File: src/rtl/rank_cmd_dispatcher.sv
// rank_cmd_dispatcher: sorts incoming user commands by rank into four
// independent FIFOs and presents each FIFO head (rank field stripped) to its
// rank controller over a valid/ready handshake.
module rank_cmd_dispatcher #(
    parameter int FIFO_DEPTH = 4,
    parameter int CNT_W      = $clog2(FIFO_DEPTH) + 1,
    // Packed widths of command_t and user_command_type_t (fixed layout).
    localparam int CMD_W     = 37,
    localparam int UCMD_W    = CMD_W + 2
) (
    input  logic                 clk,
    input  logic                 rst,
    input  logic                 in_valid,
    output logic                 in_ready,
    input  logic [UCMD_W-1:0]    in_cmd,
    input  logic [3:0]           rank_en,
    output logic [3:0]           out_valid,
    input  logic [3:0]           out_ready,
    output logic [4*CMD_W-1:0]   out_cmd,
    output logic [4*CNT_W-1:0]   fifo_cnt,
    output logic                 drop_err,
    output logic                 idle
);

    localparam int PTR_W = $clog2(FIFO_DEPTH);

    // Command as delivered to a rank controller, MSB first.
    typedef struct packed {
        logic        r_w;
        logic [2:0]  none_0;
        logic [13:0] row_addr;
        logic [1:0]  none_1;
        logic [1:0]  burst_length;
        logic        none_2;
        logic        auto_precharge;
        logic [9:0]  col_addr;
        logic [2:0]  bank_addr;
    } command_t;

    // Host-side command: the rank selector sits above the controller fields.
    typedef struct packed {
        logic [1:0]  rank_num;
        logic        r_w;
        logic [2:0]  none_0;
        logic [13:0] row_addr;
        logic [1:0]  none_1;
        logic [1:0]  burst_length;
        logic        none_2;
        logic        auto_precharge;
        logic [9:0]  col_addr;
        logic [2:0]  bank_addr;
    } user_command_type_t;

    user_command_type_t   in_u;
    command_t             in_c;
    logic [1:0]           in_rank;

    command_t             mem    [4][FIFO_DEPTH];
    logic [PTR_W-1:0]     wr_ptr [4];
    logic [PTR_W-1:0]     rd_ptr [4];
    logic [CNT_W-1:0]     cnt    [4];

    logic [3:0]           full;
    logic [3:0]           push;
    logic [3:0]           pop;
    logic                 xfer;
    logic                 drop;

    assign in_u    = in_cmd;
    assign in_rank = in_u.rank_num;

    // Strip the rank selector; every controller field is copied bit-exact.
    always_comb begin
        in_c                = '0;
        in_c.r_w            = in_u.r_w;
        in_c.none_0         = in_u.none_0;
        in_c.row_addr       = in_u.row_addr;
        in_c.none_1         = in_u.none_1;
        in_c.burst_length   = in_u.burst_length;
        in_c.none_2         = in_u.none_2;
        in_c.auto_precharge = in_u.auto_precharge;
        in_c.col_addr       = in_u.col_addr;
        in_c.bank_addr      = in_u.bank_addr;
    end

    // Per-rank status flags plus the input/output handshake decode.
    // in_ready deliberately ignores out_ready: a full FIFO never accepts,
    // even when it is being popped in the same cycle.
    always_comb begin
        full      = '0;
        out_valid = '0;
        push      = '0;
        pop       = '0;
        for (int r = 0; r < 4; r++) begin
            full[r]      = (cnt[r] == CNT_W'(FIFO_DEPTH));
            out_valid[r] = (cnt[r] != '0);
        end
        in_ready = !rank_en[in_rank] || !full[in_rank];
        xfer     = in_valid && in_ready;
        drop     = xfer && !rank_en[in_rank];
        for (int r = 0; r < 4; r++) begin
            push[r] = xfer && rank_en[r] && (in_rank == 2'(r));
            pop[r]  = out_valid[r] && out_ready[r];
        end
    end

    // Pointer, occupancy and drop-pulse state; reset discards queued entries
    // and ignores any handshake in the same cycle.
    always_ff @(posedge clk) begin
        if (rst) begin
            for (int r = 0; r < 4; r++) begin
                wr_ptr[r] <= '0;
                rd_ptr[r] <= '0;
                cnt[r]    <= '0;
            end
            drop_err <= 1'b0;
        end else begin
            for (int r = 0; r < 4; r++) begin
                if (push[r]) begin
                    wr_ptr[r] <= wr_ptr[r] + PTR_W'(1);
                end
                if (pop[r]) begin
                    rd_ptr[r] <= rd_ptr[r] + PTR_W'(1);
                end
                case ({push[r], pop[r]})
                    2'b10:   cnt[r] <= cnt[r] + CNT_W'(1);
                    2'b01:   cnt[r] <= cnt[r] - CNT_W'(1);
                    default: cnt[r] <= cnt[r];
                endcase
            end
            drop_err <= drop;
        end
    end

    // Entry storage is data only and is never cleared; pointers gate its use.
    always_ff @(posedge clk) begin
        for (int r = 0; r < 4; r++) begin
            if (push[r]) begin
                mem[r][wr_ptr[r]] <= in_c;
            end
        end
    end

    // Flatten per-rank heads and counts onto the output buses.
    always_comb begin
        out_cmd  = '0;
        fifo_cnt = '0;
        idle     = 1'b1;
        for (int r = 0; r < 4; r++) begin
            out_cmd[r*CMD_W +: CMD_W]  = mem[r][rd_ptr[r]];
            fifo_cnt[r*CNT_W +: CNT_W] = cnt[r];
            if (cnt[r] != '0) begin
                idle = 1'b0;
            end
        end
    end

endmodule

File: config.mk
export PLATFORM = sky130hd
export DESIGN_NAME = rank_cmd_dispatcher
export DESIGN_NICKNAME = d
export VERILOG_FILES = /design/src/rtl/rank_cmd_dispatcher.sv
export SDC_FILE = /design/constraint.sdc
export NUM_CORES = 1
export LEC_CHECK = 0
export CAP_MARGIN = 30
export CORE_MARGIN = 1.5
export CORE_UTILIZATION = 57
export CTS_BUF_LIST = sky130_fd_sc_hd__clkbuf_16
export DETAILED_ROUTE_END_ITERATION = 7
export HOLD_SLACK_MARGIN = 0.1
export PLACE_DENSITY = 0.85
export SLEW_MARGIN = 0
export SYNTH_ARGS = -nofsm -noshare
export SYNTH_HDL_FRONTEND = slang
export SYNTH_SLANG_ARGS = --single-unit
File: constraint.sdc
create_clock -name clk -period 4.4 [get_ports clk]
set_clock_uncertainty 0.1 [all_clocks]
set_input_delay 1.1 -clock clk [delete_from_list [all_inputs] [get_ports clk]]
set_output_delay 1.1 -clock clk [all_outputs]
set_load 0.02 [all_outputs]
==> flow_summary.json <==
{
  "syn_inst": 985,
  "die_w_um": 205.5,
  "ctsLongestPathBuffers": 3,
  "drtIter0Drc": 1073,
  "post-route-util": 0.7012,
  "ir_drop_uv": 288.1,
  "hold_violations": 0,
  "setup_viol": 0,
  "switching_power_w": 0.003022,
  "grt_antenna_before_repair": 1,
  "cts_hold_repair.buffers": 0,
  "r2r_setup_slack_ns": 1.22,
  "gp_congestion": 0.7698,
  "leakagePower_nw": 9.161,
  "grt_util_all_layers": 0.2561,
  "vias": 11339,
  "cts.sinks": 621,
  "fill_cells": 2329,
  "finalSetupTns_ns": 0,
  "async_flop_share": 0,
  "cap_violations": 0,
  "internal-power_w": 0.01003,
  "numPortBuffers": 216,
  "dp.cells": 1735,
  "cp_max_fo": 6,
  "drtAntennaViolNets": 0,
  "cp-start-kind": "input port",
  "htree_levels": 2,
  "arrival_ns": 3.14,
  "fin_crit_ns": 4.345,
  "ys_seq_area_frac": 0.7971,
  "wl_per_cell_um": 28.61,
  "rsz0062_at_grt": "false",
  "via_per_inst": 6.159,
  "synth_flop_cell": "edfxtp_1",
  "clock_latency_ns": 0.61,
  "grt_overflow": 0,
  "crit_path_end_kind": "output port",
  "combinationalPowerShare": 0.127,
  "clkPwrFrac": 0.364,
  "seqPwrFrac": 0.508,
  "placed_area_um2": 26690,
  "instances_no_fill": 1841,
  "tightest_slew_ns": 0.8034,
  "core_area_um2": 40650,
  "fmax_mhz": 230.2,
  "hpwl_um": 30380,
  "min_path_type": "register to register",
  "numCtsBuffers": 56,
  "synth_cell_types": 41,
  "status": "finished, final reports clean",
  "pin_count": 217,
  "regArea_um2": 18640,
  "synth_edf_count": 620,
  "grt_pass1_vias": 11686,
  "stdcell_area_um2": 28500,
  "firstDrtPassIters": 5,
  "cts_tree": "yes",
  "max-slew-margin-rel": 0.4627,
  "synth_fp_nets": 1065,
  "die_h_um": 205.5,
  "dieArea_um2": 42250,
  "syn-cell-area_um2": 23380,
  "clkTransAtPathRegs_ns": 0.06,
  "area_delta_synth_final_pct": 21.90,
  "nets": 1341,
  "yosysWarnings": 0,
  "required_ns": 3.20,
  "grt_pass1_wl_um": 76120,
  "finalMaxSlewViolations": 0,
  "ys_ff_latch": 621,
  "powerDensity_nw_per_um2": 458.1,
  "layout-drive-gt1-share": 0.2265,
  "grt_max_degree": 40,
  "syn_avg_cell_area_um2": 23.74,
  "worstSetupPathType": "input port to output port",
  "std_cell_rows": 74,
  "drc": 0,
  "initial_core_util": 0.5753,
  "drt_wl_total_um": 52680,
  "root_buffer": "clkbuf_16",
  "period_share": 0.9874,
  "p_sw_frac": 0.2315,
  "multiInputGateArea_um2": 4502,
  "timing.hold.ws_ns": 0.5439
}
==> worst paths after layout <==
kind | endpoint | startpoint | cells past startpoint
worst min-delay path | wr_ptr[1][0] | wr_ptr[1][0] | 1
worst min register to register | wr_ptr[1][0] | wr_ptr[1][0] | 1
worst max-delay path | in_ready | in_cmd[38] | 5
worst max register to register | cnt[1][2] | cnt[1][0] | 11
==> registers in the layout, summed over array words and instances, names as in the netlist <==
register	count
cnt	12
drop_err	1
mem	592
rd_ptr	8
wr_ptr	8
==> cells in the mapped netlist (all sizes together) (2+ instances only) <==
library cell    n  area share
a21oi           4     0.00086
and2            8      0.0021
and3           10      0.0027
buf            24      0.0048
clkbuf         16      0.0026
edfxtp        620        0.80
fa              3      0.0026
ha             27       0.014
inv            26      0.0042
mux4          149        0.14
nand2           6     0.00096
nand2b         10      0.0027
nand3           2     0.00043
nor2           12      0.0019
nor2b           3     0.00080
nor3           24      0.0051
nor3b           3     0.00096
nor4            4      0.0011
o211ai          2     0.00064
o21ai           2     0.00043
o21bai          4      0.0013
or2             4      0.0011
or3             3     0.00080
xnor2           4      0.0015
xor2            3      0.0011
==> critical path, cell delays in order <==
cell and delay (ns):
clkdlybuf4s50_1 0.50, nor4b_1 0.50, o31ai_2 0.18, or2_2 0.31
clkdlybuf4s50_1 0.54
==> placed cells by master, fill, tap and decap left out, types with 2 or more instances in the layout <==
cell,n
nand2b_1,10
clkinv_2,16
nor3_1,24
nor4_1,4
nor3b_1,3
or3_1,3
ha_1,27
clkinvlp_4,3
diode_2,2
bufinv_16,6
o211ai_1,2
buf_12,25
o21bai_1,4
nor2_1,12
clkinv_1,11
or2_2,2
and3_1,2
or2_1,2
a21oi_1,4
buf_4,17
edfxtp_1,620
clkbuf_16,56
and2_2,8
mux4_2,149
clkdlybuf4s50_1,216
nand3_1,2
nand2_1,6
inv_1,35
and3_2,8
fa_1,3
xnor2_1,4
xor2_1,3
nor2b_1,3
==> repair_timing <==
action                                  4_1_cts  5_1_grt
resized for setup                             1        0
endpoints found under the setup margin        1        0
endpoints found under the hold margin         0        0
setup buffers                                 0        0
==> per-stage QoR <==
stage | setup slack, ns | power, W
global route | 0.003424 | 0.01342
finish | 0.05542 | 0.01306
floorplan | 0.8650 | 0.007643
global placement | 0.1144 | 0.008380
detailed placement | -0.01728 | 0.008418
CTS | 0.07493 | 0.01313
==> power groups by stage <==
| stage | logic, W | registers (W) | clock network (W) |
|---|---|---|---|
| final | 0.00166 | 0.00664 | 0.00476 |
| after global placement | 0.00162 | 0.00676 | 0 |
| after floorplan | 0.000878 | 0.00676 | 0 |
| after global routing | 0.00174 | 0.00664 | 0.00503 |
| after CTS | 0.00167 | 0.00664 | 0.00481 |
| after detailed placement | 0.00166 | 0.00676 | 0 |
==> cell type report <==
type | count | share of cell area
Sequential cell | 621 | 0.6539
Clock inverter | 48 | 0.01414
Tap cell | 532 | 0.02335
Inverter | 26 | 0.003424
Multi-Input combinational cell | 298 | 0.1579
Clock buffer | 56 | 0.04917
Timing Repair Buffer | 258 | 0.09789
Antenna cell | 2 | 0.0001756
==> cell families (layout without fill, tap and decap cells) <==
| family | Yosys count | after routing | synth area share |
|---|---|---|---|
| XOR/XNOR | 7 | 7 | 0.002622 |
| buffers and inverters | 66 | 388 | 0.01150 |
| AND/OR/NAND/NOR | 95 | 95 | 0.02306 |
| flip-flops | 621 | 621 | 0.7971 |
| other | 0 | 2 | 0 |
| adder cells (fa/ha/maj) | 30 | 30 | 0.01702 |
| multiplexers | 150 | 150 | 0.1439 |
| AO/OA/AOI/OAI | 16 | 16 | 0.004762 |
==> layer usage <==
layer	wire [µm]	share of wire	GRT usage
met2	26660	0.51	0.4218
met1	20270	0.38	0.3454
met5	0	0	0
met3	4226	0.080	0.05274
met4	1516	0.029	0.08811
Note: power is estimated with default switching activity, not from simulation.
